### src/rtl/spi_master_seq_if.sv
// rtl/spi_master_seq_if.sv - SPI pin bundle (spi_if) with master and slave views.
interface spi_if;
  logic sclk;
  logic nss;
  logic mosi;
  logic miso;

  modport master (output sclk, output nss, output mosi, input miso);
  modport slave  (input sclk, input nss, input mosi, output miso);
endinterface

### src/rtl/spi_master_seq.sv
// rtl/spi_master_seq.sv - SPI mode-0 MSB-first master: one nSS window per command, rx bytes as pulses.
// Define SPI_MASTER_SEQ_LOOPBACK_EN to feed the driven MOSI into the rx sampler instead of MISO.
module spi_master_seq #(
  parameter int CLK_DIV = 4,
  parameter int LEN_W   = 4
) (
  input  logic             clk_i,
  input  logic             reset_i,
  input  logic             cmd_valid_i,
  output logic             cmd_ready_o,
  input  logic [LEN_W-1:0] cmd_len_i,
  input  logic [7:0]       tx_data_i,
  input  logic             tx_valid_i,
  output logic             tx_ready_o,
  output logic [7:0]       rx_data_o,
  output logic             rx_valid_o,
  output logic             busy_o,
  spi_if.master            spi
);

  localparam int DIV_W = (CLK_DIV > 1) ? $clog2(CLK_DIV) : 1;
  localparam logic [DIV_W-1:0] DIV_LAST = DIV_W'(CLK_DIV - 1);

  typedef enum logic [2:0] {
    S_IDLE,
    S_SETUP,
    S_LOAD,
    S_SHIFT,
    S_HOLD,
    S_GAP
  } state_e;

  state_e           state_q, state_d;
  logic [DIV_W-1:0] div_cnt_q, div_cnt_d;
  logic [3:0]       half_cnt_q, half_cnt_d;
  logic [LEN_W-1:0] byte_cnt_q, byte_cnt_d;
  logic [7:0]       shreg_q, shreg_d;
  logic             smp_q, smp_d;
  logic             sclk_q, sclk_d;
  logic             nss_q, nss_d;
  logic             mosi_q, mosi_d;
  logic             rx_valid_q, rx_valid_d;
  logic [7:0]       rx_data_q, rx_data_d;
  logic             div_last;
  logic             sample_bit;

`ifdef SPI_MASTER_SEQ_LOOPBACK_EN
  assign sample_bit = mosi_q;
`else
  assign sample_bit = spi.miso;
`endif

  assign div_last = (div_cnt_q == DIV_LAST);

  always_ff @(posedge clk_i or posedge reset_i) begin
    if (reset_i) begin
      state_q    <= S_IDLE;
      div_cnt_q  <= '0;
      half_cnt_q <= '0;
      byte_cnt_q <= '0;
      shreg_q    <= '0;
      smp_q      <= 1'b0;
      sclk_q     <= 1'b0;
      nss_q      <= 1'b1;
      mosi_q     <= 1'b0;
      rx_valid_q <= 1'b0;
      rx_data_q  <= '0;
    end else begin
      state_q    <= state_d;
      div_cnt_q  <= div_cnt_d;
      half_cnt_q <= half_cnt_d;
      byte_cnt_q <= byte_cnt_d;
      shreg_q    <= shreg_d;
      smp_q      <= smp_d;
      sclk_q     <= sclk_d;
      nss_q      <= nss_d;
      mosi_q     <= mosi_d;
      rx_valid_q <= rx_valid_d;
      rx_data_q  <= rx_data_d;
    end
  end

  always_comb begin
    state_d    = state_q;
    div_cnt_d  = div_cnt_q;
    half_cnt_d = half_cnt_q;
    byte_cnt_d = byte_cnt_q;
    shreg_d    = shreg_q;
    smp_d      = smp_q;
    sclk_d     = sclk_q;
    nss_d      = nss_q;
    mosi_d     = mosi_q;
    rx_valid_d = 1'b0;
    rx_data_d  = rx_data_q;

    unique case (state_q)
      S_IDLE: begin
        sclk_d = 1'b0;
        mosi_d = 1'b0;
        if (cmd_valid_i) begin
          byte_cnt_d = cmd_len_i;
          nss_d      = 1'b0;
          div_cnt_d  = '0;
          state_d    = S_SETUP;
        end
      end
      S_SETUP: begin
        div_cnt_d = div_cnt_q + DIV_W'(1);
        if (div_last) begin
          div_cnt_d = '0;
          state_d   = S_LOAD;
        end
      end
      S_LOAD: begin
        // Without tx data the frame simply stretches here with SCLK parked low.
        if (tx_valid_i) begin
          shreg_d    = tx_data_i;
          mosi_d     = tx_data_i[7];
          div_cnt_d  = '0;
          half_cnt_d = '0;
          state_d    = S_SHIFT;
        end
      end
      S_SHIFT: begin
        div_cnt_d = div_cnt_q + DIV_W'(1);
        if (div_last) begin
          div_cnt_d  = '0;
          half_cnt_d = half_cnt_q + 4'd1;
          sclk_d     = ~sclk_q;
          if (!sclk_q) begin
            smp_d = sample_bit;
          end else begin
            // Falling edge: the sampled bit enters the LSB as the next tx bit leaves the MSB.
            shreg_d = {shreg_q[6:0], smp_q};
            mosi_d  = shreg_q[6];
            if (half_cnt_q == 4'd15) begin
              rx_valid_d = 1'b1;
              rx_data_d  = {shreg_q[6:0], smp_q};
              mosi_d     = 1'b0;
              if (byte_cnt_q == '0) begin
                state_d = S_HOLD;
              end else begin
                byte_cnt_d = byte_cnt_q - LEN_W'(1);
                state_d    = S_LOAD;
              end
            end
          end
        end
      end
      S_HOLD: begin
        div_cnt_d = div_cnt_q + DIV_W'(1);
        if (div_last) begin
          div_cnt_d = '0;
          nss_d     = 1'b1;
          state_d   = S_GAP;
        end
      end
      S_GAP: begin
        div_cnt_d = div_cnt_q + DIV_W'(1);
        if (div_last) begin
          div_cnt_d = '0;
          state_d   = S_IDLE;
        end
      end
      default: begin
        state_d = S_IDLE;
      end
    endcase
  end

  assign cmd_ready_o = (state_q == S_IDLE);
  assign tx_ready_o  = (state_q == S_LOAD);
  assign busy_o      = (state_q != S_IDLE);
  assign rx_valid_o  = rx_valid_q;
  assign rx_data_o   = rx_data_q;
  assign spi.sclk    = sclk_q;
  assign spi.nss     = nss_q;
  assign spi.mosi    = mosi_q;

endmodule

### src/flat_wrapper.sv
// flat-port wrapper written by rule: the top's interface ports become plain ports
module spi_master_seq_flat 
#(
  parameter int CLK_DIV = 4,
  parameter int LEN_W   = 4
)
  (clk_i, reset_i, cmd_valid_i, cmd_ready_o, cmd_len_i, tx_data_i, tx_valid_i, tx_ready_o, rx_data_o, rx_valid_o, busy_o, spi_sclk, spi_nss, spi_mosi, spi_miso);
  spi_if spi_i ();
  input  logic clk_i;
  input  logic reset_i;
  input  logic cmd_valid_i;
  output logic cmd_ready_o;
  input  logic [LEN_W-1:0] cmd_len_i;
  input  logic [7:0] tx_data_i;
  input  logic tx_valid_i;
  output logic tx_ready_o;
  output logic [7:0] rx_data_o;
  output logic rx_valid_o;
  output logic busy_o;
  output wire logic [$bits(spi_i.sclk)-1:0] spi_sclk;
  output wire logic [$bits(spi_i.nss)-1:0] spi_nss;
  output wire logic [$bits(spi_i.mosi)-1:0] spi_mosi;
  input wire logic [$bits(spi_i.miso)-1:0] spi_miso;
  assign spi_sclk = spi_i.sclk;
  assign spi_nss = spi_i.nss;
  assign spi_mosi = spi_i.mosi;
  assign spi_i.miso = spi_miso;
  spi_master_seq #(.CLK_DIV(CLK_DIV), .LEN_W(LEN_W)) u_core (.clk_i(clk_i), .reset_i(reset_i), .cmd_valid_i(cmd_valid_i), .cmd_ready_o(cmd_ready_o), .cmd_len_i(cmd_len_i), .tx_data_i(tx_data_i), .tx_valid_i(tx_valid_i), .tx_ready_o(tx_ready_o), .rx_data_o(rx_data_o), .rx_valid_o(rx_valid_o), .busy_o(busy_o), .spi(spi_i));
endmodule
### config.mk
export PLATFORM = sky130hd
export DESIGN_NAME = spi_master_seq_flat
export DESIGN_NICKNAME = d
export VERILOG_FILES = /design/src/rtl/spi_master_seq_if.sv /design/src/rtl/spi_master_seq.sv /design/src/flat_wrapper.sv
export SDC_FILE = /design/constraint.sdc
export NUM_CORES = 1
export LEC_CHECK = 0
export CORE_AREA = 2 2 48 83
export CTS_CLUSTER_SIZE = 14
export DETAILED_ROUTE_END_ITERATION = 6
export DIE_AREA = 0 0 50 85
export GPL_ROUTABILITY_DRIVEN = 0
export HOLD_SLACK_MARGIN = 0.08
export PLACE_DENSITY = 0.77
export SYNTH_ARGS = -nofsm -noshare
export SYNTH_HDL_FRONTEND = slang
export SYNTH_SLANG_ARGS = --single-unit
### constraint.sdc
create_clock -name clk_i -period 1.9 [get_ports clk_i]
set_input_delay 0.57 -clock clk_i [delete_from_list [all_inputs] [get_ports clk_i]]
set_output_delay 0.57 -clock clk_i [all_outputs]
set_load 0.005 [all_outputs]
==> Word level (Yosys, flattened, before mapping) <==
Cells that the tools add are included.
{ "word_totals": {"regBits": 33, "inputBits": 17, "out_inout_bits": 15} }
{ "classes": {"addsub": 3, "n_eq_ne": 16, "n_mux": 41, "n_bitwise": 1, "n_reduce_logical": 19} }
{ "op_table": {"columns": ["op", "count"], "rows": [
  ["4-bit two-way mux", 7],
  ["3-bit two-way mux", 9],
  ["7-bit two-way mux", 3],
  ["3-bit one-hot mux with 6 select lines", 1],
  ["4-bit one-hot mux with 2 select lines", 2],
  ["7-bit one-hot mux with 2 select lines", 1],
  ["2-bit by 1-bit inequality test with 1-bit output, second input constant", 6],
  ["3-bit AND reduction", 4],
  ["4-bit AND reduction", 3],
  ["1-bit two-way mux", 11],
  ["3-bit nonzero test", 3],
  ["8-bit AND reduction", 1],
  ["3-bit by 2-bit == test with 1-bit output, second input constant", 2],
  ["3-bit == test, second input constant", 2],
  ["2-bit two-way mux", 3],
  ["2-bit inequality test, second input constant", 3],
  ["2-bit one-hot mux with 3 select lines", 1],
  ["6-bit AND reduction", 1],
  ["2-bit nonzero test", 3],
  ["4-bit by 1-bit adder with 4-bit output, second input constant", 1],
  ["4-bit == test, second input constant", 1],
  ["4-bit logical NOT", 1],
  ["1-bit one-hot mux with 2 select lines", 2],
  ["4-bit OR reduction", 1],
  ["other kinds (8)", 8]
]} }

==> Longest topological paths before layout <==
Gate-level depths: netlist of run 1.
{ "logic_depth": {"depth_word": 6, "mapped_depth": 7, "ltp_nobuf": 5} }

==> Least setup slack after synthesis of run 1 <==
Ideal clock, no wire load.
{ "synth_path": {"path_type": "register to output", "startpoint": "reg u_core.state_q[0]", "endpoint": "out cmd_ready_o", "arrival_time_ns": 1.096, "required_ns": 1.330, "path_slack_ns": 0.234, "path_stages_with_launch": 5, "cell_sequence": "dfrtp_1 buf_6 buf_2 or3_1 inv_1"} }
{ "synth_between": {"elab_chain_len": 1} }
{ "synth_lines": {"columns": ["item", "line", "rtl"], "rows": [
  ["from (decl)", "spi_master_seq.sv:33", "state_e state_q, state_d;"],
  ["from (signal assigned)", "spi_master_seq.sv:69", "state_q <= state_d;"],
  ["3-bit logical NOT", "spi_master_seq.sv:171", "assign cmd_ready_o = (state_q == S_IDLE);"],
  ["to (decl)", "flat_wrapper.sv:12", "output logic cmd_ready_o;"]
]} }
Every way passes these cells.

==> Worst setup path in the final report of run 1 <==
{ "layout_path": {"startpoint": "reg u_core.state_q[0]", "endpoint": "out busy_o"} }
{ "layout_between": {"elab_chain_len": 1} }
{ "layout_lines": {"columns": ["item", "line", "rtl"], "rows": [
  ["3-bit nonzero test", "spi_master_seq.sv:173", "assign busy_o = (state_q != S_IDLE);"],
  ["to (decl)", "flat_wrapper.sv:19", "output logic busy_o;"]
]} }
Every way passes these cells.

==> results of run 1 <==
## what timing repair did
action / in CTS / in global routing
buffers inserted: 1 / 0
endpoints found under the setup margin: 5 / 8
hold endpoints to repair: 0 / 0
pin swaps: 1 / 0
resized for setup: 7 / 8
## sequential cells by signal, indices dropped and copies added, names as in the netlist
register           flops
u_core.byte_cnt_q      4
u_core.smp_q           1
u_core.rx_data_o       8
u_core.spi.nss         1
u_core.spi.sclk        1
u_core.shreg_q         7
u_core.div_cnt_q       2
u_core.rx_valid_o      1
u_core.spi.mosi        1
u_core.state_q         3
u_core.half_cnt_q      4
## kinds of logic after synthesis
kind of cell / after synthesis / synth area share (%)
compound gates: 41 / 15.4
fa+ha+maj: 4 / 2.77
simple gates: 53 / 16.3
buf+inv: 17 / 5.33
mux: 22 / 13.5
xor+xnor: 2 / 0.970
flops: 33 / 45.8
## cell usage in the layout, fill, tap and decap left out, types with 2 or more instances in the layout
cell / instances
clkdlybuf4s50_1: 27
buf_12: 2
a21oi_1: 19
nor2_1: 13
dfrtp_1: 31
nor2b_1: 3
o2111ai_1: 3
buf_4: 16
nand2b_1: 5
o2bb2ai_1: 3
mux2i_1: 8
nand4_1: 3
inv_1: 7
clkbuf_8: 7
nor3b_1: 2
mux2_1: 4
nor3_1: 2
o21ai_0: 6
clkbuf_2: 2
ha_1: 4
nand2_1: 8
nand3_1: 3
mux2_2: 8
## worst min path at each step
stage                         startpoint                   end  slack [ps]  cells after the start
finish              u_core.half_cnt_q[0]  u_core.half_cnt_q[0]         510                      1
detailed placement   u_core.rx_data_o[7]   u_core.rx_data_o[7]         490                      2
global placement     u_core.div_cnt_q[1]   u_core.div_cnt_q[1]         470                      1
global route         u_core.rx_data_o[2]   u_core.rx_data_o[2]         530                      1
CTS                  u_core.rx_data_o[7]   u_core.rx_data_o[7]         500                      2
floorplan            u_core.div_cnt_q[1]   u_core.div_cnt_q[1]         460                      1
## final cells by class
| type | count | share of cell area (%) |
|---|---|---|
| Tap cell | 46 | 2.41 |
| Sequential cell | 33 | 34.7 |
| Inverter | 7 | 1.10 |
| Timing Repair Buffer | 49 | 19.4 |
| Multi-Input combinational cell | 122 | 38.2 |
| Clock inverter | 1 | 0.210 |
| Clock buffer | 7 | 4.03 |
## power groups by stage
stage	registers, W	logic, W	clock network, W
2_1_floorplan	0.00104	0.00101	0
3_3_place_gp	0.00106	0.00140	0
3_5_place_dp	0.00107	0.00145	0
4_1_cts	0.00106	0.00146	0.000603
5_1_grt	0.00109	0.00163	0.000626
6_report	0.00106	0.00147	0.000579
## metrics by stage
step                utilization [%]  instance area, µm²
floorplan                         -                1810
finish                         66.5                2390
global placement               62.8                2260
global route                   66.5                2390
detailed placement             62.8                2260
CTS                            66.0                2370
## routing by layer
| layer | part of all wire [%] | vias to the layer above | global-route usage [%] | routed length, µm |
|---|---|---|---|---|
| li1 | - | 707 | - | - |
| met1 | 38 | 696 | 21.4 | 1500 |
| met4 | 3.3 | 0 | 13.6 | 129 |
| met3 | 3.5 | 12 | 4.05 | 135 |
| met5 | 0 | - | 0 | 0 |
| met2 | 55 | 38 | 35.2 | 2150 |
==> results.md, run 1 <==
- Worst Path Max Fanout: 2
- P_leak: around 1.1 nW
- Status: completed
- Setup WS post-layout: 73.3 ps
- Max Slew Vio Count: 0
- Worst path depth: 2
- Worst-path cell chain: or3_4 -> clkdlybuf4s15_1
- Actual slew at the worst max-slew pin: 318 ps
- Reg-to-reg startpoint: u_core.state_q[2]
- Sequential share of the synthesized area: 45.8%
- Share of cells above drive strength 1: roughly 24%
- Power Density: 1300 nW/µm²
- Initial antenna violation count: 0
- Clock power share: 18.6%
- Critical path class: reg -> out
- Avg WL per Cell: 14.8 µm
- First-pass GRT wire length: ~6.5 mm
- Filler Cell Count: 291
- Max Fclk: about 550 MHz
- I/O pin cnt: 32
- Die width: 50 µm
- Power consumption: roughly 0.0031 W
- Largest net degree at the start of global routing: 34
- Worst Setup Start Kind: flop
- Maximum clock path buffer count: 2
- Vias: 1453
- Post-DP HPWL: 2.89 mm
- Total CTS buffers: 5
- Nets: 239
- Die height: 85 µm
- Initial Utilization: 50.3%
- Synthesized netlist cell count: about 170
- Top delay family on crit path: flip-flops
- Critical Path AT: roughly 1300 ps
- EDFF count, synth: 0
- Power share of the combinational group: 47.2%
- Setup_tns: 0 ps
- Yosys reg bits: 33
- CP bufs+invs: 1
- Mean Syn Cell Area: 10.5 µm²
- Reg2reg setup slack: 120 ps
- Clock root buffer: clkbuf_8
- CTS Sinks: 33
- Predominant post-synthesis flop cell: dfrtp_1
- Sw Share: 36.6%
- Core area: 3590 µm²
- Placed insts: 256
- Syn nets: around 190
- Biggest area consumer among synthesized cells: dfrtp_1
- Crit share post-route: 96.1%
- CTS H-tree lvls: 2
- Initial DRC count: 22
- Max cap viols: 0
- GRT overflow: 0
- Hold Crit Class: reg -> reg
- Final Instance Count excl. Fillers: 265
- Final Setup Violations: 0
- Post-synth top area share: 44.3%
- Routed WL: 3.91 mm
- Critical Path RT: 1330 ps
- Remaining DRCs: 0
- Final setup skew: 5.63 ps
- Pre-Repair DR Iteration Count: 4
- Switching power total: 0.00114 W
- Crit path to: busy_o
- Worst-Skew Late Latency: 290 ps
- CTS tree: done
- Via density: roughly 5.5
- Hold buffer count at CTS: 0
- Port buffer count: 31
- Worst R2R Path Depth: 6
- Fin. Hold Viols: 0
- Area growth syn-to-layout: 32.2%
- Place WS: -133 ps
- Num rows: 29
- Post-synth cell types: 46
- Slowest stage delay, CP: 380 ps
- Post-Syn Area: 1810 µm²
- Flop pwr share: 34.1%
- Synth cell count leaders: dfrtp_1, a21oi_1, nor2_1
- Antenna diodes: 0
- Fin Hold WS: between 500 and 600 ps
- All-layer global routing usage: 20.3%
- Slew HR: 78.8%
- Synth warn: 0
- R2R Path End: u_core.state_q[0]
- Crit path max-delay cell type: dfrtp_1
- Antenna Nets Post-Route: 0
- Dominant cells by area after synthesis: dfrtp_1, a21oi_1, mux2_2, mux2i_1, ha_1
- Most common cell in the netlist: dfrtp_1
- Area occupied by registers: 828 µm²
- Int Pwr: 0.00197 W
- Async S/R FF share, synth: 100%
- Period minus WS final: 1830 ps
- Worst VDD drop: 801 µV
- Clock-pin slew on the worst setup and hold paths: ~70 ps
- Die area: 4250 µm²
- Area of the multi-input gates: a little over 900 µm²
- Via count of the first global-routing pass: 1501
- Worst Setup End Kind: output port
- Worst setup startpoint: u_core.state_q[0]
(Power assumes the default switching activity.)
==> run 2: changes to the inputs <==
CORE_AREA = 2 2 46 81   (was 2 2 48 83)
DIE_AREA = 0 0 48 83   (was 0 0 50 85)
DONT_BUFFER_PORTS = 1   (was default)
PLACE_DENSITY = 0.69   (was 0.77)
==> run 2 against run 1 <==
Effect of this change: global-route usage is 0.92 points higher; sequential power is 7% higher; highest routed layer unchanged; clock-buffer cell count is 1 lower; largest power group unchanged.
==> results.md, run 2 (same netlist as run 1, synthesis figures left out) <==
- Initial DRC count: 11
- Nets: 200
- Worst-path cell chain: or3_1 -> inv_1
- Clock-pin slew on the worst setup and hold paths: 70 ps
- Die area: 3980 µm²
- Num rows: 28
- Area occupied by registers: 831 µm²
- Slew HR: 74.8%
- Filler Cell Count: 287
- Worst-Skew Late Latency: 290 ps
- Flop pwr share: 37.7%
- P_leak: 0.907 nW
- Die height: approximately 83 µm
- Sw Share: between 30% and 40%
- Avg WL per Cell: 16.5 µm
- Maximum clock path buffer count: 2
- Area growth syn-to-layout: 10.9%
- First-pass GRT wire length: 6.17 mm
- All-layer global routing usage: 21.2%
- Actual slew at the worst max-slew pin: 377 ps
- Antenna Nets Post-Route: 0
- Fin. Hold Viols: 0
- Remaining DRCs: 0
- Place WS: 156 ps
- CTS tree: done
- Share of cells above drive strength 1: 23.9%
- Core area: 3330 µm²
- I/O pin cnt: 32
- Setup WS post-layout: 43.8 ps
- Critical path class: reg -> out
- Most frequent cells in the layout: dfrtp_1, a21oi_1, nor2_1
- Placed insts: 216
- Hold buffer count at CTS: 0
- Via count of the first global-routing pass: ~1.3k
- Die width: roughly 48 µm
- Worst Setup End Kind: output port
- Pre-Repair DR Iteration Count: 4
- Total CTS buffers: 5
- Via density: 5.82
- GRT overflow: 0
- Post-DP HPWL: 2.81 mm
- Critical Path RT: 1330 ps
- Crit path max-delay cell type: dfrtp_2
- RSZ-0062 raised after global routing: false
- Power share of the combinational group: 39.3%
- Antenna diodes: 0
- CTS H-tree lvls: 2
- Area of the multi-input gates: 883 µm²
- Initial antenna violation count: 0
- Int Pwr: between 0.0015 and 0.002 W
- Switching power total: 0.00111 W
- Slowest stage delay, CP: 500 ps
- Vias: 1310
- Worst VDD drop: around 900 µV
- Final setup skew: approximately 3.3 ps
- Power Density: about 1500 nW/µm²
- Setup_tns: 0 ps
- Initial Utilization: approximately 54%
- Crit share post-route: 97.7%
- Max Fclk: 539 MHz
- Routed WL: 3.71 mm
- Hold Crit Class: in -> async
- Fin Hold WS: 141 ps
- Period minus WS final: roughly 1900 ps
- Worst Path Max Fanout: 14
- Largest register FFs: 8
- Clock power share: a little under a quarter
- Port buffer count: 0
- Largest net degree at the start of global routing: 26
- Final Setup Violations: 0
- Clock root buffer: clkbuf_8
- Status: completed
- Worst Setup Start Kind: flop
- Critical Path AT: around 1300 ps
- Commonest non-fill, non-tap cell in the layout: dfrtp_1
- Final Instance Count excl. Fillers: roughly 230
- CTS Sinks: 33
- Max cap viols: 0
- Max Slew Vio Count: 0
## run 2: cell count changes in the layout (fill, tap and decap cells not counted), sizes merged
cell	before	now
clkinv	1	0
clkinvlp	0	1
buf	18	10
dlymetal6s2s	1	0
clkdlybuf4s50	27	0
clkbuf	9	6
clkdlybuf4s15	1	0
bufinv	0	1
## run 2: worst paths after layout
kind	slack, ps	end	start	cells after the start
setup / recovery	40	cmd_ready_o	u_core.state_q[0]	2
max in group asynchronous	1230	u_core.spi.nss	reset_i	2
setup reg to reg	200	u_core.state_q[0]	u_core.state_q[0]	4
hold reg to reg	510	u_core.div_cnt_q[1]	u_core.div_cnt_q[1]	1
min in group clk_i	360	u_core.half_cnt_q[3]	tx_valid_i	1
hold / removal	140	u_core.rx_valid_o	reset_i	1
## run 2: power groups by stage
stage	registers, W	logic (W)	clock network [W]
finish	0.00113	0.00118	0.000686
global route	0.00116	0.00132	0.000726
global placement	0.00112	0.00110	0
floorplan	0.00104	0.00101	0
CTS	0.00113	0.00116	0.000703
detailed placement	0.00114	0.00116	0
## run 2: metrics by stage
stage / area, µm² / total power (W) / utilization (%)
after global routing: 2000 / 0.00320 / 60.2
after global placement: 1870 / 0.00223 / 56.3
after floorplan: 1810 / 0.00205 / -
final: 2000 / 0.00299 / 60.2
after CTS: 2000 / 0.00300 / 60.0
after detailed placement: 1870 / 0.00230 / 56.3
## run 2: layout make-up
type	instances	area share, %
Multi-Input combinational cell	122	44.1
Sequential cell	33	41.4
Timing Repair Buffer	10	4.37
Clock buffer	6	4.12
Tap cell	45	2.81
Clock inverter	2	1.87
Inverter	7	1.31
## run 2: worst max-delay path: cells and delay by family, from the launching register on
family	cells	cell delay, ps
buf+inv	1	90
flops	1	500
simple gates	1	420
## run 2: repair_timing
item,in CTS,in global routing
setup buffers,0,1
gates resized for setup,3,0
setup endpoints to repair,2,1
hold endpoints to repair,0,0
## run 2: routing by layer
| layer | part of all wire [%] | global-route usage, % | wire length, µm |
|---|---|---|---|
| met1 | 41 | 25.9 | 1510 |
| met2 | 52 | 32.7 | 1930 |
| met3 | 4.6 | 5.00 | 170 |
| met4 | 2.8 | 11.3 | 105 |
| met5 | 0 | 0 | 0 |
==> run 3: changes to the inputs <==
CTS_BUF_LIST = sky130_fd_sc_hd__clkbuf_8   (was default)
==> results of run 3 <==
The final DEF is identical to that of run 2; final timing and power are the same.
